--- config.mk ---
export PLATFORM = sky130hd
export DESIGN_NAME = pipeline_hazard_unit_flat
export DESIGN_NICKNAME = d
export VERILOG_FILES = /design/src/rtl/pipeline_pkg.sv /design/src/rtl/pipeline_hazard_unit_if.sv /design/src/rtl/hazard_compare.sv /design/src/rtl/pipeline_hazard_unit.sv /design/src/flat_wrapper.sv
export SDC_FILE = /design/constraint.sdc
export NUM_CORES = 1
export LEC_CHECK = 0
export ABC_AREA = 1
export CORE_UTILIZATION = 29
export DETAILED_ROUTE_END_ITERATION = 7
export PLACE_DENSITY = 0.84
export SETUP_SLACK_MARGIN = 0.3
export SYNTH_ARGS = -nofsm -noshare
export SYNTH_HDL_FRONTEND = slang
export SYNTH_SLANG_ARGS = --single-unit
--- constraint.sdc ---
create_clock -name clk -period 2.3 [get_ports clk]
set_clock_uncertainty 0.15 [all_clocks]
set_input_delay 0.23 -clock clk [delete_from_list [all_inputs] [get_ports clk]]
set_output_delay 0.23 -clock clk [all_outputs]
set_load 0.01 [all_outputs]
--- src/rtl/pipeline_pkg.sv ---
// rtl/pipeline_pkg.sv - shared pipeline constants, hazard FSM state encoding and NOP encoding
package pipeline_pkg;

  localparam int DEF_REG_ADDR_W = 5;
  localparam int DEF_RS_LSB     = 21;
  localparam int DEF_RT_LSB     = 16;

  // sll r0,r0,0 is the canonical MIPS NOP loaded into ID/EX on a bubble
  localparam logic [31:0] NOP_INSTR = 32'h0000_0000;

  localparam logic [1:0] ST_IDLE     = 2'd0;
  localparam logic [1:0] ST_LU_STALL = 2'd1;
  localparam logic [1:0] ST_MEM_WAIT = 2'd2;

  typedef enum logic [1:0] {
    IDLE     = ST_IDLE,
    LU_STALL = ST_LU_STALL,
    MEM_WAIT = ST_MEM_WAIT
  } hz_state_t;

endpackage

--- src/rtl/pipeline_hazard_unit_if.sv ---
// rtl/pipeline_hazard_unit_if.sv - pipeline-side signals seen and driven by the hazard unit
interface pipeline_hazard_unit_if;

  logic        MemRead_ID_EX_out;
  logic [31:0] IR_ID_EX_out;
  logic [31:0] IR_IF_ID_out;
  logic        rs_used_IF_ID;
  logic        rt_used_IF_ID;
  logic        mem_ready;
  logic        branch_flush;
  logic        load_use_hazard;
  logic        PC_stall;
  logic        IF_ID_stall;
  logic        ID_EX_bubble;
  logic        ID_EX_stall;
  logic        EX_MEM_stall;
  logic        stall_busy;

  // pipeline datapath side: provides decode/memory status, obeys stall controls
  modport master (
    output MemRead_ID_EX_out, IR_ID_EX_out, IR_IF_ID_out,
    output rs_used_IF_ID, rt_used_IF_ID, mem_ready, branch_flush,
    input  load_use_hazard, PC_stall, IF_ID_stall, ID_EX_bubble,
    input  ID_EX_stall, EX_MEM_stall, stall_busy
  );

  // hazard unit side
  modport slave (
    input  MemRead_ID_EX_out, IR_ID_EX_out, IR_IF_ID_out,
    input  rs_used_IF_ID, rt_used_IF_ID, mem_ready, branch_flush,
    output load_use_hazard, PC_stall, IF_ID_stall, ID_EX_bubble,
    output ID_EX_stall, EX_MEM_stall, stall_busy
  );

endinterface

--- src/rtl/hazard_compare.sv ---
// rtl/hazard_compare.sv - combinational load-use match between ID/EX load and IF/ID sources
module hazard_compare
  import pipeline_pkg::*;
#(
  parameter int REG_ADDR_W = DEF_REG_ADDR_W,
  parameter int RS_LSB     = DEF_RS_LSB,
  parameter int RT_LSB     = DEF_RT_LSB
) (
  input  logic        i_mem_read,
  input  logic [31:0] i_ir_id_ex,
  input  logic [31:0] i_ir_if_id,
  input  logic        i_rs_used,
  input  logic        i_rt_used,
  output logic        o_hit
);

  logic [REG_ADDR_W-1:0] w_load_rd;
  logic [REG_ADDR_W-1:0] w_rs;
  logic [REG_ADDR_W-1:0] w_rt;
  logic                  w_rd_nonzero;

  // a load writes its rt field; r0 is hardwired so it can never create a dependence
  assign w_load_rd    = i_ir_id_ex[RT_LSB +: REG_ADDR_W];
  assign w_rs         = i_ir_if_id[RS_LSB +: REG_ADDR_W];
  assign w_rt         = i_ir_if_id[RT_LSB +: REG_ADDR_W];
  assign w_rd_nonzero = |w_load_rd;

  // a field only matters when the consumer actually reads it
  assign o_hit = i_mem_read & w_rd_nonzero &
                 ((i_rs_used & (w_rs == w_load_rd)) |
                  (i_rt_used & (w_rt == w_load_rd)));

endmodule

--- src/rtl/pipeline_hazard_unit.sv ---
// rtl/pipeline_hazard_unit.sv - load-use/memory-wait stall FSM; HAZARD_PERF_CNT_EN adds stall counters
module pipeline_hazard_unit
  import pipeline_pkg::*;
#(
  parameter int REG_ADDR_W        = DEF_REG_ADDR_W,
  parameter int RS_LSB            = DEF_RS_LSB,
  parameter int RT_LSB            = DEF_RT_LSB,
  parameter int LOAD_STALL_CYCLES = 1
) (
  input  logic                  clk,
  input  logic                  reset,
  pipeline_hazard_unit_if.slave hz
`ifdef HAZARD_PERF_CNT_EN
  ,
  output logic [31:0]           lu_stall_cnt,
  output logic [31:0]           mem_stall_cnt
`endif
);

  hz_state_t  r_state;
  hz_state_t  r_saved;
  logic [3:0] r_cnt;

  hz_state_t  w_next_state;
  hz_state_t  w_next_saved;
  hz_state_t  w_eff;
  logic [3:0] w_next_cnt;
  logic       w_hit;
  logic       w_lu;
  logic       w_pc;
  logic       w_ifid;
  logic       w_bub;
  logic       w_idex;
  logic       w_exmem;

  hazard_compare #(
    .REG_ADDR_W (REG_ADDR_W),
    .RS_LSB     (RS_LSB),
    .RT_LSB     (RT_LSB)
  ) u_cmp (
    .i_mem_read (hz.MemRead_ID_EX_out),
    .i_ir_id_ex (hz.IR_ID_EX_out),
    .i_ir_if_id (hz.IR_IF_ID_out),
    .i_rs_used  (hz.rs_used_IF_ID),
    .i_rt_used  (hz.rt_used_IF_ID),
    .o_hit      (w_hit)
  );

  // next-state and stall decode; priority is memory wait, then flush, then load-use
  always_comb begin
    w_next_state = r_state;
    w_next_saved = r_saved;
    w_next_cnt   = r_cnt;
    w_lu         = 1'b0;
    w_pc         = 1'b0;
    w_ifid       = 1'b0;
    w_bub        = 1'b0;
    w_idex       = 1'b0;
    w_exmem      = 1'b0;
    // once memory is ready, MEM_WAIT behaves as the interrupted state in that same cycle
    w_eff        = (r_state == MEM_WAIT) ? r_saved : r_state;

    if (!hz.mem_ready) begin
      w_pc         = 1'b1;
      w_ifid       = 1'b1;
      w_idex       = 1'b1;
      w_exmem      = 1'b1;
      w_next_state = MEM_WAIT;
      w_next_saved = w_eff;
    end else if (hz.branch_flush) begin
      w_next_state = IDLE;
      w_next_saved = IDLE;
      w_next_cnt   = 4'd0;
    end else if (w_eff == LU_STALL) begin
      w_pc         = 1'b1;
      w_ifid       = 1'b1;
      w_bub        = 1'b1;
      w_next_cnt   = r_cnt - 4'd1;
      w_next_state = (r_cnt == 4'd1) ? IDLE : LU_STALL;
      w_next_saved = IDLE;
    end else if (w_hit) begin
      w_lu         = 1'b1;
      w_pc         = 1'b1;
      w_ifid       = 1'b1;
      w_bub        = 1'b1;
      w_next_saved = IDLE;
      if (LOAD_STALL_CYCLES > 1) begin
        w_next_state = LU_STALL;
        w_next_cnt   = 4'(LOAD_STALL_CYCLES - 1);
      end else begin
        w_next_state = IDLE;
      end
    end else begin
      w_next_state = IDLE;
      w_next_saved = IDLE;
    end
  end

  // state, saved-state and bubble counter registers
  always_ff @(posedge clk or negedge reset) begin
    if (!reset) begin
      r_state <= IDLE;
      r_saved <= IDLE;
      r_cnt   <= 4'd0;
    end else begin
      r_state <= w_next_state;
      r_saved <= w_next_saved;
      r_cnt   <= w_next_cnt;
    end
  end

  // outputs forced low while reset is held, independent of inputs
  assign hz.load_use_hazard = reset & w_lu;
  assign hz.PC_stall        = reset & w_pc;
  assign hz.IF_ID_stall     = reset & w_ifid;
  assign hz.ID_EX_bubble    = reset & w_bub;
  assign hz.ID_EX_stall     = reset & w_idex;
  assign hz.EX_MEM_stall    = reset & w_exmem;
  assign hz.stall_busy      = reset & (r_state != IDLE);

`ifdef HAZARD_PERF_CNT_EN
  logic [31:0] r_lu_cnt;
  logic [31:0] r_mem_cnt;

  // free-running wrap-around event counters for bubble and memory-wait cycles
  always_ff @(posedge clk or negedge reset) begin
    if (!reset) begin
      r_lu_cnt  <= 32'd0;
      r_mem_cnt <= 32'd0;
    end else begin
      if (w_bub) begin
        r_lu_cnt <= r_lu_cnt + 32'd1;
      end
      if (!hz.mem_ready || (r_state == MEM_WAIT)) begin
        r_mem_cnt <= r_mem_cnt + 32'd1;
      end
    end
  end

  assign lu_stall_cnt  = r_lu_cnt;
  assign mem_stall_cnt = r_mem_cnt;
`endif

endmodule

--- src/flat_wrapper.sv ---
// flat-port wrapper written by rule: the top's interface ports become plain ports
module pipeline_hazard_unit_flat import pipeline_pkg::*;
#(
  parameter int REG_ADDR_W        = DEF_REG_ADDR_W,
  parameter int RS_LSB            = DEF_RS_LSB,
  parameter int RT_LSB            = DEF_RT_LSB,
  parameter int LOAD_STALL_CYCLES = 1
)
  (clk, reset, hz_MemRead_ID_EX_out, hz_IR_ID_EX_out, hz_IR_IF_ID_out, hz_rs_used_IF_ID, hz_rt_used_IF_ID, hz_mem_ready, hz_branch_flush, hz_load_use_hazard, hz_PC_stall, hz_IF_ID_stall, hz_ID_EX_bubble, hz_ID_EX_stall, hz_EX_MEM_stall, hz_stall_busy);
  pipeline_hazard_unit_if hz_i ();
  input  logic clk;
  input  logic reset;
  input wire logic [$bits(hz_i.MemRead_ID_EX_out)-1:0] hz_MemRead_ID_EX_out;
  input wire logic [$bits(hz_i.IR_ID_EX_out)-1:0] hz_IR_ID_EX_out;
  input wire logic [$bits(hz_i.IR_IF_ID_out)-1:0] hz_IR_IF_ID_out;
  input wire logic [$bits(hz_i.rs_used_IF_ID)-1:0] hz_rs_used_IF_ID;
  input wire logic [$bits(hz_i.rt_used_IF_ID)-1:0] hz_rt_used_IF_ID;
  input wire logic [$bits(hz_i.mem_ready)-1:0] hz_mem_ready;
  input wire logic [$bits(hz_i.branch_flush)-1:0] hz_branch_flush;
  output wire logic [$bits(hz_i.load_use_hazard)-1:0] hz_load_use_hazard;
  output wire logic [$bits(hz_i.PC_stall)-1:0] hz_PC_stall;
  output wire logic [$bits(hz_i.IF_ID_stall)-1:0] hz_IF_ID_stall;
  output wire logic [$bits(hz_i.ID_EX_bubble)-1:0] hz_ID_EX_bubble;
  output wire logic [$bits(hz_i.ID_EX_stall)-1:0] hz_ID_EX_stall;
  output wire logic [$bits(hz_i.EX_MEM_stall)-1:0] hz_EX_MEM_stall;
  output wire logic [$bits(hz_i.stall_busy)-1:0] hz_stall_busy;
  assign hz_i.MemRead_ID_EX_out = hz_MemRead_ID_EX_out;
  assign hz_i.IR_ID_EX_out = hz_IR_ID_EX_out;
  assign hz_i.IR_IF_ID_out = hz_IR_IF_ID_out;
  assign hz_i.rs_used_IF_ID = hz_rs_used_IF_ID;
  assign hz_i.rt_used_IF_ID = hz_rt_used_IF_ID;
  assign hz_i.mem_ready = hz_mem_ready;
  assign hz_i.branch_flush = hz_branch_flush;
  assign hz_load_use_hazard = hz_i.load_use_hazard;
  assign hz_PC_stall = hz_i.PC_stall;
  assign hz_IF_ID_stall = hz_i.IF_ID_stall;
  assign hz_ID_EX_bubble = hz_i.ID_EX_bubble;
  assign hz_ID_EX_stall = hz_i.ID_EX_stall;
  assign hz_EX_MEM_stall = hz_i.EX_MEM_stall;
  assign hz_stall_busy = hz_i.stall_busy;
  pipeline_hazard_unit #(.REG_ADDR_W(REG_ADDR_W), .RS_LSB(RS_LSB), .RT_LSB(RT_LSB), .LOAD_STALL_CYCLES(LOAD_STALL_CYCLES)) u_core (.clk(clk), .reset(reset), .hz(hz_i));
endmodule
# == Yosys cells after proc, flatten, opt, wreduce, memory -nomap -nowiden ==
# Cells that the tools add are included.
# totals
ff_bits,8
latch_bits,0
mem_bits_rw,0
rom_bits,0
output_inout_bits,7
mem_count,0
# op_classes
add_sub_neg,1
mul,0
div_mod_pow,0
order_cmp,0
eq_ne,5
n_shift,0
mux,17
bitwise,10
reduce_logical,4
# op_table
operator,n
5-bit equality test,2
1-bit two-way mux,10
2-bit two-way mux,5
1-bit AND,9
4-bit two-way mux,2
5-bit OR reduction,1
"4-bit by 1-bit equality test with 1-bit output, second input constant",1
2-bit nonzero test,2
"4-bit by 1-bit subtractor with 4-bit output, second input constant",1
"2-bit by 1-bit equality test with 1-bit output, second input constant",1
"2-bit equality test, second input constant",1
2-bit AND reduction,1
1-bit bitwise OR,1

# == Depth between registers and ports, before layout ==
# depth
ltp_word,9
mapped_depth,11

# == Modules after synthesis ==
# Synthesis repeated with hierarchy kept, for this count alone.
# hier_totals
hier_cells,118
hier_area_um2,683.2
# by_module_without_submodules
module,n_inst,cells_per_inst,area_per_inst_um2
pipeline_hazard_unit,1,63,466.7
hazard_compare,1,55,216.5

# == Worst setup path before layout ==
# Ideal clock, no wire load.
# synth_timing
kind,reg-to-output
startpoint,reg u_core.r_state[0]
endpoint,out hz_PC_stall
arrival_ps,1160
required_ps,1920
setup_slack_ps,760
stages_incl_launch_ff,8
n_path_buf,1
cell_sequence,dfrtp_1 o21a_1 nor2_4 inv_1 nand2_1 nand2_2 nand2_1 buf_4
# synth_between
elab_chain_len,7
# synth_lines
item,line,text
"start, declared",pipeline_hazard_unit.sv:20,hz_state_t r_state;
"start signal, assigned",pipeline_hazard_unit.sv:106,r_state <= w_next_state;
2-bit equality test,pipeline_hazard_unit.sv:61,w_eff = (r_state == MEM_WAIT) ? r_saved : r_state;
2-bit two-way mux *,pipeline_hazard_unit.sv:61,
2-bit by 1-bit equality test with 1-bit output *,pipeline_hazard_unit.sv:74,end else if (w_eff == LU_STALL) begin
1-bit two-way mux * (3 in series),-,
1-bit AND *,-,
"end, declared",flat_wrapper.sv:21,output wire logic [$bits(hz_i.PC_stall)-1:0] hz_PC_stall;
# Every way passes the cells marked *; elsewhere a longest branch is shown, timed or not.

# == Final worst setup path ==
# layout_timing
startpoint,in hz_mem_ready
endpoint,out hz_ID_EX_stall
# layout_between
elab_chain_len,2
# layout_lines
item,line,text
"start, declared",flat_wrapper.sv:18,input wire logic [$bits(hz_i.mem_ready)-1:0] hz_mem_ready;
1-bit two-way mux,pipeline_hazard_unit.sv:63,if (!hz.mem_ready) begin
1-bit AND,pipeline_hazard_unit.sv:117,assign hz.ID_EX_stall = reset & w_idex;
"end, declared",flat_wrapper.sv:24,output wire logic [$bits(hz_i.ID_EX_stall)-1:0] hz_ID_EX_stall;
# Every way passes these cells.

==> impl_metrics.env <==
export IMPL_initial_core_util_pct=30.5
export IMPL_fp_row_count=17
export IMPL_clkPwrFrac_pct=29.2
export IMPL_ir_worst_vdd_mv=0.215
export IMPL_grt_pass1_vias=708
export IMPL_clock_fmax_mhz=526
export IMPL_cp_max_fo=6
export IMPL_insertion_delay_ns=0.25
export IMPL_gp_congestion=0.848
export IMPL_power_share_combinational_pct=29.3
export IMPL_leakage_nw=0.584
export IMPL_track_usage_pct=14.4
export IMPL_diodes=0
export IMPL_post_cts_buffers=0
export IMPL_relSlewSlack_pct=82.4
export IMPL_final_cell_mix="nand2_1, inv_1, clkdlybuf4s50_1, nor2_1, nor2_2"
export IMPL_end_kind="primary output"
export IMPL_hold_path_class="primary input to async pin"
export IMPL_ios=78
export IMPL_worst_slew_pin_slew_ns=0.262
export IMPL_netlist_area_leader_share_pct=29.7
export IMPL_synthTopCellsByArea="dfrtp_1, nand2_1, inv_1"
export IMPL_synthDistinctLibCells=21
export IMPL_nets=214
export IMPL_grt_pass1_wl_um=2780
export IMPL_die_height_um=50.2
export IMPL_critPathKind="primary input to primary output"
export IMPL_fin_area_um2=1010
export IMPL_dieArea_um2=2520
export IMPL_root_buffer="clkbuf_4"
export IMPL_drcViolationCount=0
export IMPL_startpoint_type="primary input"
export IMPL_post_drt_wl_per_cell_um=9.73
export IMPL_cts_max_path_buffers=2
export IMPL_grt_max_degree=9
export IMPL_multi_input_area_um2=390
export IMPL_core_area_um2=2210
export IMPL_fin_crit_sh_pct=82.7
export IMPL_cp_required_ns=1.92
export IMPL_via_per_inst=4.49
export IMPL_maxSlewViolCount=0
export IMPL_place_ws_ns=-0.0632
export IMPL_drtIter0Drc=23
export IMPL_fillers=231
export IMPL_r2r_end="u_core.r_cnt[3]$_DFFE_PN0P_"
export IMPL_die_x_um=50.2
export IMPL_min_period_ns=1.90
export IMPL_drive_above_1_share_pct=21.6
export IMPL_dr_pass1_iters=4
export IMPL_grt_antenna_before_repair=0
export IMPL_worstRegToRegCells=6
export IMPL_hpwl_um=1330
export IMPL_ys_seq_area_share_pct=29.7
export IMPL_p_sw_mw=0.0996
export IMPL_final_common_cell="nand2_1"
export IMPL_crit_arrival_ns=1.52
export IMPL_status="finished, final reports clean"
export IMPL_synth_main_ff_cell="dfrtp_1"
export IMPL_p_int_mw=0.259
export IMPL_setup_viol=0
export IMPL_max_cap_violations=0
export IMPL_r2r_start="u_core.r_state[0]$_DFF_PN0_"
export IMPL_tritoncts="yes"
export IMPL_switching_share_pct=27.7
export IMPL_vias=749
export IMPL_hold_violations=0
export IMPL_numCtsBuffers=3
export IMPL_setup_ws_ns=0.398
export IMPL_area_growth_pct=49.9
export IMPL_fin_setup_tns_ns=0
export IMPL_routed_wl_um=1630
export IMPL_ys_warn_count=0
export IMPL_synthArstFlopShare_pct=100
export IMPL_place_area_um2=982
export IMPL_overflow=0
export IMPL_r2r_setup_slack_ns=0.96
export IMPL_clock_sinks=8
export IMPL_register_area_um2=200
export IMPL_synth_avg_cell_area_um2=6.19
export IMPL_synth_seq_cells=8
export IMPL_p_per_area_nw_per_um2=355
export IMPL_port_buffers=28
export IMPL_rsz0062_at_grt="yes"
export IMPL_htreeDepth=1
export IMPL_drtAntennaViolNets=0
export IMPL_syn_inst=109
export IMPL_syn_area_um2=674
export IMPL_synth_top_area_cell="dfrtp_1"
export IMPL_power_frac_seq_pct=41.4
export IMPL_syn_num_nets=182
export IMPL_synth_edff_count=0
export IMPL_path_clk_slew_ns=0.05
## power groups by stage
stage | Clock [mW] | Combinational (mW) | Sequential (mW)
after floorplan | 0 | 0.0468 | 0.151
after global placement | 0 | 0.104 | 0.151
after detailed placement | 0 | 0.107 | 0.151
after CTS | 0.107 | 0.105 | 0.149
after global routing | 0.116 | 0.119 | 0.149
final | 0.105 | 0.105 | 0.149
## cell usage after synthesis (all sizes together) (2+ instances only)
| cell | instances |
|---|---|
| buf | 2 |
| dfrtp | 8 |
| ha | 2 |
| inv | 23 |
| nand2 | 35 |
| nand3 | 6 |
| nor2 | 21 |
| o21ai | 5 |
## worst max path at each step
stage,from,endpoint,cells past startpoint
6_report,hz_mem_ready,hz_ID_EX_stall,3
5_1_grt,hz_IR_IF_ID_out[19],hz_ID_EX_bubble,12
4_1_cts,hz_IR_IF_ID_out[17],hz_IF_ID_stall,12
3_5_place_dp,hz_IR_ID_EX_out[19],hz_IF_ID_stall,12
3_3_place_gp,hz_IR_ID_EX_out[20],hz_ID_EX_bubble,12
2_1_floorplan,u_core.r_state[0]$_DFF_PN0_,hz_PC_stall,7
## metal layers
layer	wire length [um]	track usage, %	vias up
met2	873	26.4	22
met1	638	15.2	337
met4	10	5.71	0
li1	-	-	388
met3	102	3.94	2
met5	0	0	-
## worst max-delay path, stage by stage
cell and delay [ns]:
clkdlybuf4s50_1 0.53, nor2_2 0.20, clkdlybuf4s50_1 0.56
## flip-flops by register name, indices dropped and copies added (netlist names)
signal,cells
u_core.r_saved,2
u_core.r_state,2
u_core.r_cnt,4
## timing repair
action                                  in CTS  in global routing
pin swaps                                    0                  6
hold buffers                                 0                  0
gates resized for setup                     11                 18
endpoints found under the setup margin       4                  6
## area by class of cell
type | count | area share (%)
multi-input combinational | 76 | 38.6
timing repair buffer | 29 | 27.4
sequential | 8 | 19.8
inverter | 23 | 8.54
tap | 28 | 3.47
clock buffer | 3 | 2.23
## kinds of logic (layout without fill, tap and decap cells)
logic type | count (synthesis) | after routing | synth area share [%]
and+or+nand+nor | 64 | 64 | 42.3
buffers and inverters | 25 | 55 | 15.0
AOI/OAI and AO/OA | 9 | 9 | 7.98
DFF | 8 | 8 | 29.7
adders and majority gates | 2 | 2 | 3.71
xor gates and xnor gates | 1 | 1 | 1.30
## through the flow
stage          utilization, %  power, mW  hold slack, ns  instances
6_report                 45.7      0.359           0.137        167
5_1_grt                  45.7      0.383           0.152        167
4_1_cts                  45.2      0.360           0.142        167
3_5_place_dp             44.4      0.258           0.351        164
3_3_place_gp             44.4      0.255           0.344        164
2_1_floorplan               -      0.197          -0.216        109
No activity file was read; power rests on OpenSTA's default activity.
